$ cat src/rtl/fb_uart_dump_pkg.sv
// Shared definitions for the frame-buffer readback path: FSM encoding,
// packing geometry and default frame size.
package fb_uart_dump_pkg;

  typedef enum logic [1:0] {
    ST_IDLE  = 2'd0,
    ST_FETCH = 2'd1,
    ST_SEND  = 2'd2,
    ST_HOLD  = 2'd3
  } state_e;

  localparam int unsigned PIXELS_PER_BYTE = 8;
  localparam int unsigned FRAME_W         = 320;
  localparam int unsigned FRAME_H         = 240;
  localparam int unsigned FRAME_PIXELS    = FRAME_W * FRAME_H;

  // Fetch phase counter must reach PIXELS_PER_BYTE (the trailing capture cycle)
  localparam int unsigned FETCH_CNT_W     = 4;

endpackage

$ cat src/rtl/fb_uart_dump_if.sv
// Frame-buffer read port plus UART transmit handshake seen by the dump engine.
interface fb_uart_dump_if #(
  parameter int unsigned ADDR_WIDTH = 17
) ();

  logic [ADDR_WIDTH-1:0] rd_addr;
  logic                  rd_data;
  logic [7:0]            tx_data;
  logic                  tx_load;
  logic                  tx_ready;

  modport master (
    output rd_addr,
    output tx_data,
    output tx_load,
    input  rd_data,
    input  tx_ready
  );

  modport slave (
    input  rd_addr,
    input  tx_data,
    input  tx_load,
    output rd_data,
    output tx_ready
  );

endinterface

$ cat src/rtl/fb_uart_dump_bit_packer.sv
// MSB-first 8-bit shift register: first captured pixel ends up in bit 7.
module fb_uart_dump_bit_packer
  import fb_uart_dump_pkg::*;
(
  input  logic                       clk,
  input  logic                       rst,
  input  logic                       clr,
  input  logic                       cap,
  input  logic                       zero_fill,
  input  logic                       bit_in,
  output logic [PIXELS_PER_BYTE-1:0] byte_q
);

  // Zero-fill forces padding bits for pixels past the end of the frame
  always_ff @(posedge clk or posedge rst) begin
    if (rst) begin
      byte_q <= '0;
    end else if (clr) begin
      byte_q <= '0;
    end else if (cap) begin
      byte_q <= {byte_q[PIXELS_PER_BYTE-2:0], bit_in & ~zero_fill};
    end
  end

endmodule

$ cat src/rtl/fb_uart_dump.sv
// Frame-buffer readback engine: streams the 1-bit frame buffer, 8 pixels
// per byte, into the UART transmitter on a start request.
module fb_uart_dump
  import fb_uart_dump_pkg::*;
#(
  parameter int unsigned ADDR_WIDTH = 17,
  parameter int unsigned FB_PIXELS  = FRAME_PIXELS
) (
  input  logic           clk,
  input  logic           reset,
  input  logic           start,
  output logic           busy,
  output logic           done,
  fb_uart_dump_if.master bus
);

  localparam int unsigned CNT_W = ADDR_WIDTH + 1;
  localparam logic [CNT_W-1:0]       PIX_END    = CNT_W'(FB_PIXELS);
  localparam logic [FETCH_CNT_W-1:0] LAST_ISSUE = FETCH_CNT_W'(PIXELS_PER_BYTE - 1);
  localparam logic [FETCH_CNT_W-1:0] LAST_CAP   = FETCH_CNT_W'(PIXELS_PER_BYTE);

  state_e                     state_q, state_d;
  logic [FETCH_CNT_W-1:0]     fcnt_q, fcnt_d;
  logic [CNT_W-1:0]           pix_q, pix_c;
  logic                       iss_q, cap_vld_q;
  logic                       issue_c, clr_c, cap_c, load_c, done_c;
  logic [PIXELS_PER_BYTE-1:0] pack_q;

  // Next-state and strobe decode
  always_comb begin
    state_d = state_q;
    fcnt_d  = fcnt_q;
    clr_c   = 1'b0;
    cap_c   = 1'b0;
    load_c  = 1'b0;
    done_c  = 1'b0;
    unique case (state_q)
      ST_IDLE: begin
        // done is still high in the first IDLE cycle; a start there is ignored
        if (start && !done) begin
          state_d = ST_FETCH;
          fcnt_d  = '0;
          clr_c   = 1'b1;
        end
      end
      ST_FETCH: begin
        cap_c  = (fcnt_q != '0);
        fcnt_d = fcnt_q + FETCH_CNT_W'(1);
        if (fcnt_q == LAST_CAP) state_d = ST_SEND;
      end
      ST_SEND: begin
        if (bus.tx_ready) begin
          load_c  = 1'b1;
          state_d = ST_HOLD;
        end
      end
      ST_HOLD: begin
        if (pix_q >= PIX_END) begin
          state_d = ST_IDLE;
          done_c  = 1'b1;
        end else begin
          state_d = ST_FETCH;
          fcnt_d  = '0;
          clr_c   = 1'b1;
        end
      end
      default: state_d = ST_IDLE;
    endcase
  end

  // Address for next cycle: pixel counter restarts at 0 from IDLE
  always_comb begin
    pix_c   = (state_q == ST_IDLE) ? '0 : pix_q;
    issue_c = (state_d == ST_FETCH) && (fcnt_d <= LAST_ISSUE) && (pix_c < PIX_END);
  end

  always_ff @(posedge clk or posedge reset) begin
    if (reset) begin
      state_q     <= ST_IDLE;
      fcnt_q      <= '0;
      pix_q       <= '0;
      iss_q       <= 1'b0;
      cap_vld_q   <= 1'b0;
      bus.rd_addr <= '0;
      bus.tx_data <= '0;
      bus.tx_load <= 1'b0;
      busy        <= 1'b0;
      done        <= 1'b0;
    end else begin
      state_q   <= state_d;
      fcnt_q    <= fcnt_d;
      pix_q     <= pix_c + CNT_W'(issue_c);
      iss_q     <= issue_c;
      cap_vld_q <= iss_q;
      if (issue_c) bus.rd_addr <= pix_c[ADDR_WIDTH-1:0];
      if (load_c)  bus.tx_data <= pack_q;
      bus.tx_load <= load_c;
      busy        <= (state_d != ST_IDLE);
      done        <= done_c;
    end
  end

  // Capture slots with no issued address shift in padding zeros
  fb_uart_dump_bit_packer u_packer (
    .clk       (clk),
    .rst       (reset),
    .clr       (clr_c),
    .cap       (cap_c),
    .zero_fill (~cap_vld_q),
    .bit_in    (bus.rd_data),
    .byte_q    (pack_q)
  );

endmodule

$ cat src/flat_wrapper.sv
// flat-port wrapper written by rule: the top's interface ports become plain ports
module fb_uart_dump_flat import fb_uart_dump_pkg::*;
#(
  parameter int unsigned ADDR_WIDTH = 17,
  parameter int unsigned FB_PIXELS  = FRAME_PIXELS
)
  (clk, reset, start, busy, done, bus_rd_addr, bus_tx_data, bus_tx_load, bus_rd_data, bus_tx_ready);
  fb_uart_dump_if #(.ADDR_WIDTH(ADDR_WIDTH)) bus_i ();
  input  logic clk;
  input  logic reset;
  input  logic start;
  output logic busy;
  output logic done;
  output wire logic [$bits(bus_i.rd_addr)-1:0] bus_rd_addr;
  output wire logic [$bits(bus_i.tx_data)-1:0] bus_tx_data;
  output wire logic [$bits(bus_i.tx_load)-1:0] bus_tx_load;
  input wire logic [$bits(bus_i.rd_data)-1:0] bus_rd_data;
  input wire logic [$bits(bus_i.tx_ready)-1:0] bus_tx_ready;
  assign bus_rd_addr = bus_i.rd_addr;
  assign bus_tx_data = bus_i.tx_data;
  assign bus_tx_load = bus_i.tx_load;
  assign bus_i.rd_data = bus_rd_data;
  assign bus_i.tx_ready = bus_tx_ready;
  fb_uart_dump #(.ADDR_WIDTH(ADDR_WIDTH), .FB_PIXELS(FB_PIXELS)) u_core (.clk(clk), .reset(reset), .start(start), .busy(busy), .done(done), .bus(bus_i));
endmodule
$ cat config.mk
export PLATFORM = sky130hd
export DESIGN_NAME = fb_uart_dump_flat
export DESIGN_NICKNAME = d
export VERILOG_FILES = /design/src/rtl/fb_uart_dump_pkg.sv /design/src/rtl/fb_uart_dump_if.sv /design/src/rtl/fb_uart_dump_bit_packer.sv /design/src/rtl/fb_uart_dump.sv /design/src/flat_wrapper.sv
export SDC_FILE = /design/constraint.sdc
export NUM_CORES = 1
export LEC_CHECK = 0
export BUFFER_PORTS_ARGS = -buffer_cell sky130_fd_sc_hd__buf_2
export CAP_MARGIN = 20
export CORE_ASPECT_RATIO = 1.1
export CORE_MARGIN = 2
export CORE_UTILIZATION = 40
export DETAILED_ROUTE_END_ITERATION = 7
export REMOVE_ABC_BUFFERS = 1
export SLEW_MARGIN = 20
export SYNTH_ARGS = -nofsm -noshare
export SYNTH_HDL_FRONTEND = slang
export SYNTH_HIERARCHICAL = 1
export SYNTH_SLANG_ARGS = --single-unit
$ cat constraint.sdc
create_clock -name clk -period 6.2 [get_ports clk]
set_input_delay 0.62 -clock clk [delete_from_list [all_inputs] [get_ports clk]]
set_output_delay 0.62 -clock clk [all_outputs]
set_load 0.03 [all_outputs]
==> results of run 1 <==
[final cells by class]
type,instances,area share (%)
Clock inverter,4,2.22
Clock buffer,11,4.02
Timing Repair Buffer,35,5.59
Multi-Input combinational cell,150,35.9
Sequential cell,62,47.5
Inverter,14,1.61
Tap cell,85,3.25
[sequential cells by signal, indices dropped and copies added (netlist names), named ones only]
register and cells:
u_core/cap_vld_q 1, u_core/pix_q 18, u_core/bus.tx_data 8, u_core/bus.tx_load 1, u_core/busy 1, u_core/state_q 2
u_core/u_packer/byte_q 8, u_core/done 1, u_core/bus.rd_addr 17, u_core/fcnt_q 3, u_core/iss_q 1
[cells by family after synthesis]
family | Yosys count | synth area share [%]
multiplexers | 33 | 13.6
AO/OA/AOI/OAI | 23 | 6.11
XOR/XNOR | 15 | 4.65
AND/OR/NAND/NOR | 71 | 13.5
buffers and inverters | 21 | 3.63
adder cells (fa/ha/maj) | 8 | 3.54
flip-flops | 62 | 54.9
[routing by layer]
metal  vias up  routed length (um)  track usage (%)
met2        40                2400             22.9
li1        878                   -                -
met4         0                  60             4.84
met5         -                   0                0
met1       906                2190             17.0
met3         8                 226             4.86
[per-stage QoR]
stage	setup WS (ns)	area [um^2]
2_1_floorplan	2.48	2780
3_3_place_gp	2.64	3070
5_1_grt	2.17	3270
6_report	2.51	3270
3_5_place_dp	2.54	3070
4_1_cts	2.50	3270
[cells in the final DEF (no fill, tap or decap), types with 2 or more instances in the layout]
master / n
mux2_4: 7
ha_1: 8
a311oi_1: 2
nor2_1: 18
and3_1: 3
nand3_1: 7
xor2_1: 10
a21o_1: 2
nand2b_1: 7
nor3_1: 3
mux2_2: 16
o21a_1: 2
clkbuf_8: 9
buf_4: 3
a21oi_1: 3
o21ai_0: 3
nand4_1: 6
nand3b_1: 3
nor2b_1: 15
nand2_1: 7
clkbuf_1: 2
a41oi_1: 2
mux2i_1: 10
inv_1: 13
a22o_1: 2
bufinv_16: 2
dfrtp_1: 62
xnor2_1: 5
buf_2: 32
[worst max path at each step]
| stage | start | endpoint | slack [ns] | depth (start not counted) |
|---|---|---|---|---|
| 2_1_floorplan | u_core/state_q[0] | u_core/pix_q[16] | 2.48 | 12 |
| 3_3_place_gp | u_core/state_q[0] | u_core/pix_q[12] | 2.64 | 14 |
| 3_5_place_dp | u_core/state_q[0] | u_core/pix_q[16] | 2.54 | 14 |
| 4_1_cts | u_core/state_q[0] | u_core/pix_q[16] | 2.50 | 14 |
| 5_1_grt | u_core/state_q[0] | u_core/pix_q[17] | 2.17 | 13 |
| 6_report | u_core/state_q[0] | u_core/pix_q[16] | 2.51 | 14 |
[worst register-to-register path, stage by stage (launching register included)]
cell     delay [ns]
dfrtp_1        0.42
inv_1          0.10
ha_1           0.20
buf_4          0.23
a21oi_1        0.25
a41oi_1        0.22
nor3_4         0.21
buf_4          0.30
ha_1           0.28
ha_1           0.23
nand4_1        0.16
nor3_1         0.56
nand3_1        0.18
xor2_1         0.16
nor2_1         0.06
[power breakdown]
part | switching [mW] | total [mW] | internal [mW]
Combinational | 0.326 | 0.541 | 0.215
Sequential | 0.0555 | 0.547 | 0.491
Clock | 0.149 | 0.372 | 0.224
==> results.json, run 1 <==
{
  "wl_per_cell_um": 13.5,
  "drt-pass1-iter-count": 4,
  "end_kind": "flip-flop",
  "fp.dieArea_um2": 7760,
  "post-route-drc-count": 0,
  "synth.area.top_cells": "dfrtp_1 (55%), mux2_2 (6.4%), mux2_4 (3.7%), ha_1 (3.5%), mux2i_1 (3.5%)",
  "vias": 1832,
  "fin_skew_ns": 0.00804,
  "ys.flop_type": "dfrtp_1",
  "cap_violations": 0,
  "dp_hpwl_um": 3370,
  "antenna_found_initial": 0,
  "power_per_cell_area_nw_per_um2": 447,
  "dieHeight_um": 92.2,
  "path_common_cell": "ha_1",
  "grt-ovfl-total": 0,
  "slowest_delay_ns": 0.56,
  "synth-seq-cells": 62,
  "arrival_ns": 3.89,
  "drt-initial-drc-count": 56,
  "crit_fanout": 32,
  "grt_pass1_vias": 1881,
  "r2r_end": "u_core/pix_q[16]",
  "netlist_top_cells_count": "dfrtp_1 (62), nor2_1 (18), mux2_2 (16), nor2b_1 (15), inv_1 (14)",
  "cts.clk_slew.worst_paths_ns": 0.07,
  "layout.cells.non_filler": 361,
  "synth_seq_area_share_pct": 54.9,
  "synth_top_area_share_pct": 54.9,
  "postCtsHoldBufs": 0,
  "synth_top_cell_by_area": "dfrtp_1",
  "synth_most_common_cell": "dfrtp_1",
  "fin_util_pct": 47.2,
  "maxSlewViolCount": 0,
  "area_delta_synth_final_pct": 15.7,
  "fin_nets": 285,
  "cts_num_sinks": 62,
  "post_cts_buffers": 0,
  "period_share_pct": 59.5,
  "cp-start-kind": "flip-flop",
  "worst_hold_slack_ns": 0.217,
  "cts_max_path_buffers": 2,
  "clk_latency_ns": 0.33,
  "cts_tree": "yes",
  "die_w_um": 84.2,
  "slowest_stage": "nor3_1",
  "required_ns": 6.41,
  "nFillCells": 635,
  "setup_viol": 0,
  "syn_inst": 233,
  "power_mw": 1.46,
  "htreeDepth": 3,
  "worst_pin_slew_ns": 0.760,
  "synth-edff-count": 0,
  "vdd_drop_max_mv": 0.260,
  "grtUsageTotal_pct": 13.9,
  "synth_area_um2": 2830,
  "hold_viol_final": 0,
  "multi_input_area_um2": 1170,
  "reg2reg_depth": 14,
  "antennaDiodeCount": 0,
  "cp_num_buf_inv": 3,
  "totalWireLength_um": 4880,
  "worstSetupPathType": "reg2reg",
  "grt_pass1_wl_um": 8630,
  "r2r_slack_ns": 2.51,
  "ys_types": 37,
  "hp-class": "in2async",
  "cts_root_buf": "clkbuf_8",
  "cp_cell_sequence": "inv_1 > ha_1 > buf_4 > a21oi_1 > a41oi_1 > nor3_4 > buf_4 > ha_1 > ha_1 > nand4_1 > nor3_1 > nand3_1 > xor2_1 > nor2_1",
  "num_rows": 32,
  "drive_above_1_share_pct": 27.2,
  "ios": 33,
  "async_flop_share_pct": 100,
  "via_per_inst": 5.07,
  "syn_avg_cell_area_um2": 12.1,
  "status": "finished, final reports clean",
  "rr_startpoint": "u_core/state_q[0]",
  "routabilityCongestion": 0.756,
  "cp_top_family": "simple AND/OR/NAND/NOR gates",
  "p_leak_nw": 1.69,
  "start_util_pct": 40.8,
  "seqCellArea_um2": 1550,
  "coreArea_um2": 6930,
  "grt_max_degree": 43,
  "cts.repair.resized": 0,
  "port_buffers": 32,
  "fin_tns_setup_ns": 0,
  "ant_nets": 0,
  "dp_cells": 346,
  "slew_headroom_pct": 48.8,
  "yosys_warnings": 6,
  "fin_crit_ns": 3.69,
  "grt_setup_unrepaired": "false",
  "cts_made_buffers": 9,
  "clock.fmax_ghz": 0.271
}
Power figures use the tool's default switching activity.
==> run 2: changes to the inputs <==
- clock period: 6.2 -> 3.25 ns (I/O delays scaled with it)
==> run 2 against run 1 <==
- routed wire length increased by 2.0%
- sequential share of layout area decreased by 0.59 points
- sequential power increased by 90%
- flip-flop and latch count unchanged
- first-iteration DRC count increased by 39%
- critical path type unchanged
- count of clock-buffer cells in the layout decreased by 2
- highest routed layer unchanged
- core utilization increased by 0.60 points
- combinational power increased by 94%
- non-clock buffer count increased by 3
==> results.json, run 2 (synthesis results as in run 1) <==
{
  "fin_nets": 288,
  "crit_fanout": 7,
  "grt_max_degree": 41,
  "area_delta_synth_final_pct": 17.1,
  "required_ns": 3.48,
  "totalWireLength_um": 4970,
  "p_leak_nw": 1.72,
  "coreArea_um2": 6930,
  "post-route-drc-count": 0,
  "cap_violations": 0,
  "grt_pass1_vias": 1751,
  "multi_input_area_um2": 1170,
  "slowest_stage": "dfrtp_1",
  "drt-pass1-iter-count": 4,
  "top_register": "u_core/pix_q",
  "port_buffers": 32,
  "power_per_cell_area_nw_per_um2": 859,
  "fp.dieArea_um2": 7760,
  "cts_made_buffers": 9,
  "dp_hpwl_um": 3430,
  "hp-class": "in2reg",
  "fin_skew_ns": 0.00973,
  "maxSlewViolCount": 0,
  "status": "finished, final reports clean",
  "end_kind": "flip-flop",
  "antennaDiodeCount": 0,
  "routabilityCongestion": 0.778,
  "clock.fmax_ghz": 0.352,
  "path_common_cell": "ha_1",
  "ios": 33,
  "worstSetupPathType": "reg2reg",
  "period_share_pct": 87.4,
  "wl_per_cell_um": 13.6,
  "hold_viol_final": 0,
  "vdd_drop_max_mv": 0.529,
  "clk_latency_ns": 0.34,
  "cts_tree": "yes",
  "grt_busiest_layer": "met2",
  "top_regs": "u_core/pix_q x18, u_core/bus.rd_addr x17",
  "cp_cell_sequence": "inv_1 > ha_1 > a21oi_1 > a41oi_1 > nor3_4 > ha_1 > ha_1 > nand4_1 > nor3_1 > buf_4 > nand3_1 > xor2_1 > nor2_1",
  "via_per_inst": 4.95,
  "fin_crit_ns": 2.84,
  "largest_reg_flops": 18,
  "final_common_cell": "dfrtp_1",
  "setup_ws_ns": 0.410,
  "vias": 1806,
  "layout_common_cells": "dfrtp_1 (62), buf_2 (32), nor2_1 (18)",
  "met2_usage_pct": 22.0,
  "grt_setup_unrepaired": "false",
  "grt-ovfl-total": 0,
  "drive_above_1_share_pct": 28.6,
  "htreeDepth": 3,
  "antenna_found_initial": 0,
  "grt_pass1_wl_um": 8500,
  "dieHeight_um": 92.2,
  "drt-initial-drc-count": 78,
  "setup_viol": 0,
  "worst_pin_slew_ns": 0.661,
  "slew_headroom_pct": 55.9,
  "fin_tns_setup_ns": 0,
  "cts_root_buf": "clkbuf_8",
  "slowest_delay_ns": 0.42,
  "die_w_um": 84.2,
  "cts_num_sinks": 62,
  "dpl_cell_area_um2": 3080,
  "cts.repair.resized": 0,
  "nFillCells": 656,
  "final_area_um2": 3310,
  "arrival_ns": 3.07,
  "dp_slack_ns": 0.407,
  "seqCellArea_um2": 1550,
  "ant_nets": 0,
  "cts.clk_slew.worst_paths_ns": 0.08,
  "start_util_pct": 40.8,
  "met1_usage_pct": 17.7,
  "cts_max_path_buffers": 2,
  "num_rows": 32,
  "grtUsageTotal_pct": 14.1,
  "grt_use_met3_pct": 4.77,
  "cp-start-kind": "flip-flop"
}
[run 2: changes by cell type in the layout (fill, tap and decap cells not counted), sizes merged]
cell	change
inv	+1
clkinv	+3
buf	+2
clkbuf	-2
clkinvlp	-1
dlygate4sd3	+1
[run 2: where the power goes]
group	internal [mW]	switching, mW
combinational	0.414	0.636
clock	0.434	0.317
sequential	0.936	0.108
[run 2: layout make-up]
type,count,share of cell area (%)
well taps,85,3.21
inverters,14,1.59
multi-input cells,150,35.4
clock inverters,7,2.91
repair buffers,38,6.27
clock buffers,9,3.74
flip-flops and latches,62,46.9
[run 2: worst paths after layout]
kind,from,to,slack (ns),cells past startpoint
max in group asynchronous,reset,u_core/state_q[0],1.97,4
min in group asynchronous,reset,u_core/u_packer/byte_q[0],0.47,3
worst max register to register,u_core/state_q[0],u_core/pix_q[10],0.41,13
worst min register to register,u_core/iss_q,u_core/cap_vld_q,0.35,0
worst min-delay path,bus_rd_data,u_core/u_packer/byte_q[0],0.25,3
worst max-delay path,u_core/state_q[0],u_core/pix_q[10],0.41,13
[run 2: what timing repair did]
action / in CTS / in global routing
setup buffers: 0 / 0
endpoints found under the hold margin: 22 / 0
hold buffers: 1 / 0
[run 2: routing by layer]
layer,share of wire (%),wire length [um]
met1,45,2240
met2,48,2400
met3,4.8,238
met4,1.9,93
met5,0,0
[run 2: metrics by stage]
step	util [%]	power [mW]	hold slack, ns	std cells
6_report	47.8	2.84	0.248	365
5_1_grt	47.8	3.03	0.237	365
4_1_cts	47.8	2.89	0.228	365
3_5_place_dp	44.5	2.12	0.294	348
3_3_place_gp	44.5	2.12	0.301	348
2_1_floorplan	-	1.85	0.141	226
[run 2: critical path: cells and delay by family, from the launching register on]
kind                     cells  cell delay, ns
XOR/XNOR                     1            0.14
AO/OA/AOI/OAI                2            0.49
AND/OR/NAND/NOR              5            0.69
flip-flops                   1            0.42
adder cells (fa/ha/maj)      3            0.73
buffers and inverters        2            0.27
==> run 3: changes to the inputs <==
- CORE_MARGIN: 2 -> 1
- clock period: 3.25 -> 3.37 ns (I/O delays scaled with it)
==> run 3 against run 2 <==
- largest power group unchanged
- flip-flop and latch count is the same
- clock skew down 0.0010 ns
- critical path type unchanged
- cell count shrank 0.82%
- setup slack worse by 0.038 ns
- non-clock buffer count stayed put
- count of clock-buffer cells in the layout up 4
- hold slack improved by 0.019 ns
- routed wire length is 4.2% higher
- sequential share of layout area increased by 0.11 points
- largest cell class unchanged
- global-route usage grew 2.0 points
- total power is 3.4% lower
==> results.json, run 3 (synthesis results as in run 1) <==
{
  "status": "finished, final reports clean",
  "die_w_um": 82.2,
  "coreArea_um2": 6710,
  "antenna_found_initial": 0,
  "setup_ws_ns": 0.372,
  "maxSlewViolCount": 0,
  "setup_viol": 0,
  "r2r_end": "u_core/pix_q[10]",
  "drive_above_1_share_pct": 27.5,
  "end_kind": "flip-flop",
  "cap_violations": 0,
  "layout_common_cells": "dfrtp_1 (62), buf_2 (32), nor2_1 (18)",
  "port_buffers": 32,
  "slowest_delay_ns": 0.43,
  "cts_tree": "yes",
  "clk_latency_ns": 0.34,
  "totalWireLength_um": 5180,
  "grt_setup_unrepaired": "false",
  "required_ns": 3.59,
  "start_util_pct": 42.1,
  "post-route-drc-count": 0,
  "ant_nets": 0,
  "grt-ovfl-total": 0,
  "wl_per_cell_um": 14.3,
  "grtUsageTotal_pct": 16.1,
  "period_share_pct": 89.0,
  "cp-start-kind": "flip-flop",
  "htreeDepth": 3,
  "r2r_slack_ns": 0.37,
  "cp_num_buf_inv": 2,
  "via_per_inst": 5.07,
  "fin_skew_ns": 0.00871,
  "dp_hpwl_um": 3480,
  "final_common_cell": "dfrtp_1",
  "cts_made_buffers": 9,
  "grt_pass1_wl_um": 8800,
  "hold_end": "u_core/u_packer/byte_q[0]",
  "grt_max_degree": 42,
  "clock.fmax_ghz": 0.334,
  "hp-start": "bus_rd_data",
  "largest_reg_flops": 18,
  "layout.cells.non_filler": 362,
  "cts_max_path_buffers": 2,
  "hold_viol_final": 0,
  "p_leak_nw": 1.71,
  "cts_num_sinks": 62,
  "dp_slack_ns": 0.451,
  "power_per_cell_area_nw_per_um2": 832,
  "slew_headroom_pct": 41.9,
  "dieHeight_um": 90.2,
  "rr_startpoint": "u_core/state_q[0]",
  "ios": 33,
  "path_common_cell": "ha_1",
  "top_regs": "u_core/pix_q x18, u_core/bus.rd_addr x17",
  "cts.clk_slew.worst_paths_ns": 0.07,
  "area_delta_synth_final_pct": 16.9,
  "routabilityCongestion": 0.711,
  "min_path_cells": 3,
  "fin_nets": 288,
  "cp_top_family": "adder cells",
  "num_rows": 31,
  "power_mw": 2.75,
  "hp-class": "in2reg",
  "drt-initial-drc-count": 72,
  "grt_pass1_vias": 1816,
  "crit_fanout": 11,
  "fin_tns_setup_ns": 0,
  "reg2reg_depth": 13,
  "cp_cell_sequence": "inv_1 > ha_1 > a21boi_0 > a21oi_1 > nor3_4 > ha_1 > ha_1 > nand4_1 > nor3_1 > buf_4 > nand3_1 > xor2_1 > nor2_1",
  "worst_pin_slew_ns": 0.870,
  "vias": 1834,
  "fin_crit_ns": 3.00,
  "vdd_drop_max_mv": 0.446,
  "arrival_ns": 3.22,
  "drt-pass1-iter-count": 4,
  "nFillCells": 628,
  "worstSetupPathType": "reg2reg",
  "dp_cells": 345,
  "top_register": "u_core/pix_q",
  "fp.dieArea_um2": 7410,
  "cts_root_buf": "clkbuf_8",
  "antennaDiodeCount": 0,
  "slowest_stage": "dfrtp_1"
}
run 3: area by class of cell:
| cell class | instances | area [um^2] | share of cell area (%) |
|---|---|---|---|
| inverters | 14 | 52.6 | 1.59 |
| well taps | 82 | 103 | 3.11 |
| flip-flops and latches | 62 | 1550 | 47.0 |
| repair buffers | 38 | 208 | 6.29 |
| clock buffers | 13 | 149 | 4.51 |
| multi-input cells | 150 | 1170 | 35.5 |
| clock inverters | 3 | 67.6 | 2.05 |
run 3: worst max path at each step:
stage	start	to	cells past startpoint
after floorplan	u_core/state_q[0]	u_core/pix_q[16]	12
after global placement	u_core/state_q[0]	u_core/pix_q[12]	13
after detailed placement	u_core/state_q[0]	u_core/pix_q[10]	13
after CTS	u_core/state_q[0]	u_core/pix_q[16]	13
after global routing	u_core/state_q[0]	u_core/pix_q[16]	13
final	u_core/state_q[0]	u_core/pix_q[10]	13
run 3: power by group:
| group | internal, mW | leakage (nW) | switching, mW |
|---|---|---|---|
| logic | 0.402 | 0.762 | 0.619 |
| clock network | 0.438 | 0.104 | 0.280 |
| registers | 0.904 | 0.843 | 0.104 |
run 3: layer usage:
metal	global-route usage, %	wire length (um)	up-vias
met5	0	0	-
met4	7.46	85	0
met3	4.47	205	7
met2	24.4	2530	34
met1	21.0	2360	910
li1	-	-	883
run 3: worst register-to-register path: stages, from the launching register on:
cell	delay, ns
dfrtp_1	0.43
inv_1	0.12
ha_1	0.38
a21boi_0	0.35
a21oi_1	0.13
nor3_4	0.20
ha_1	0.22
ha_1	0.23
nand4_1	0.16
nor3_1	0.18
buf_4	0.18
nand3_1	0.09
xor2_1	0.14
nor2_1	0.06
run 3: through the flow:
| step | cell area (um^2) | util, % | hold WS [ns] |
|---|---|---|---|
| after floorplan | 2780 | - | 0.153 |
| after global placement | 3080 | 45.9 | 0.312 |
| after detailed placement | 3080 | 45.9 | 0.312 |
| after CTS | 3300 | 49.2 | 0.260 |
| after global routing | 3300 | 49.2 | 0.266 |
| final | 3300 | 49.2 | 0.267 |
run 3: what timing repair did:
item / in CTS / in global routing
hold buffers: 1 / 0
gates resized for setup: 0 / 0
setup buffers: 0 / 0
hold endpoints to repair: 8 / 0
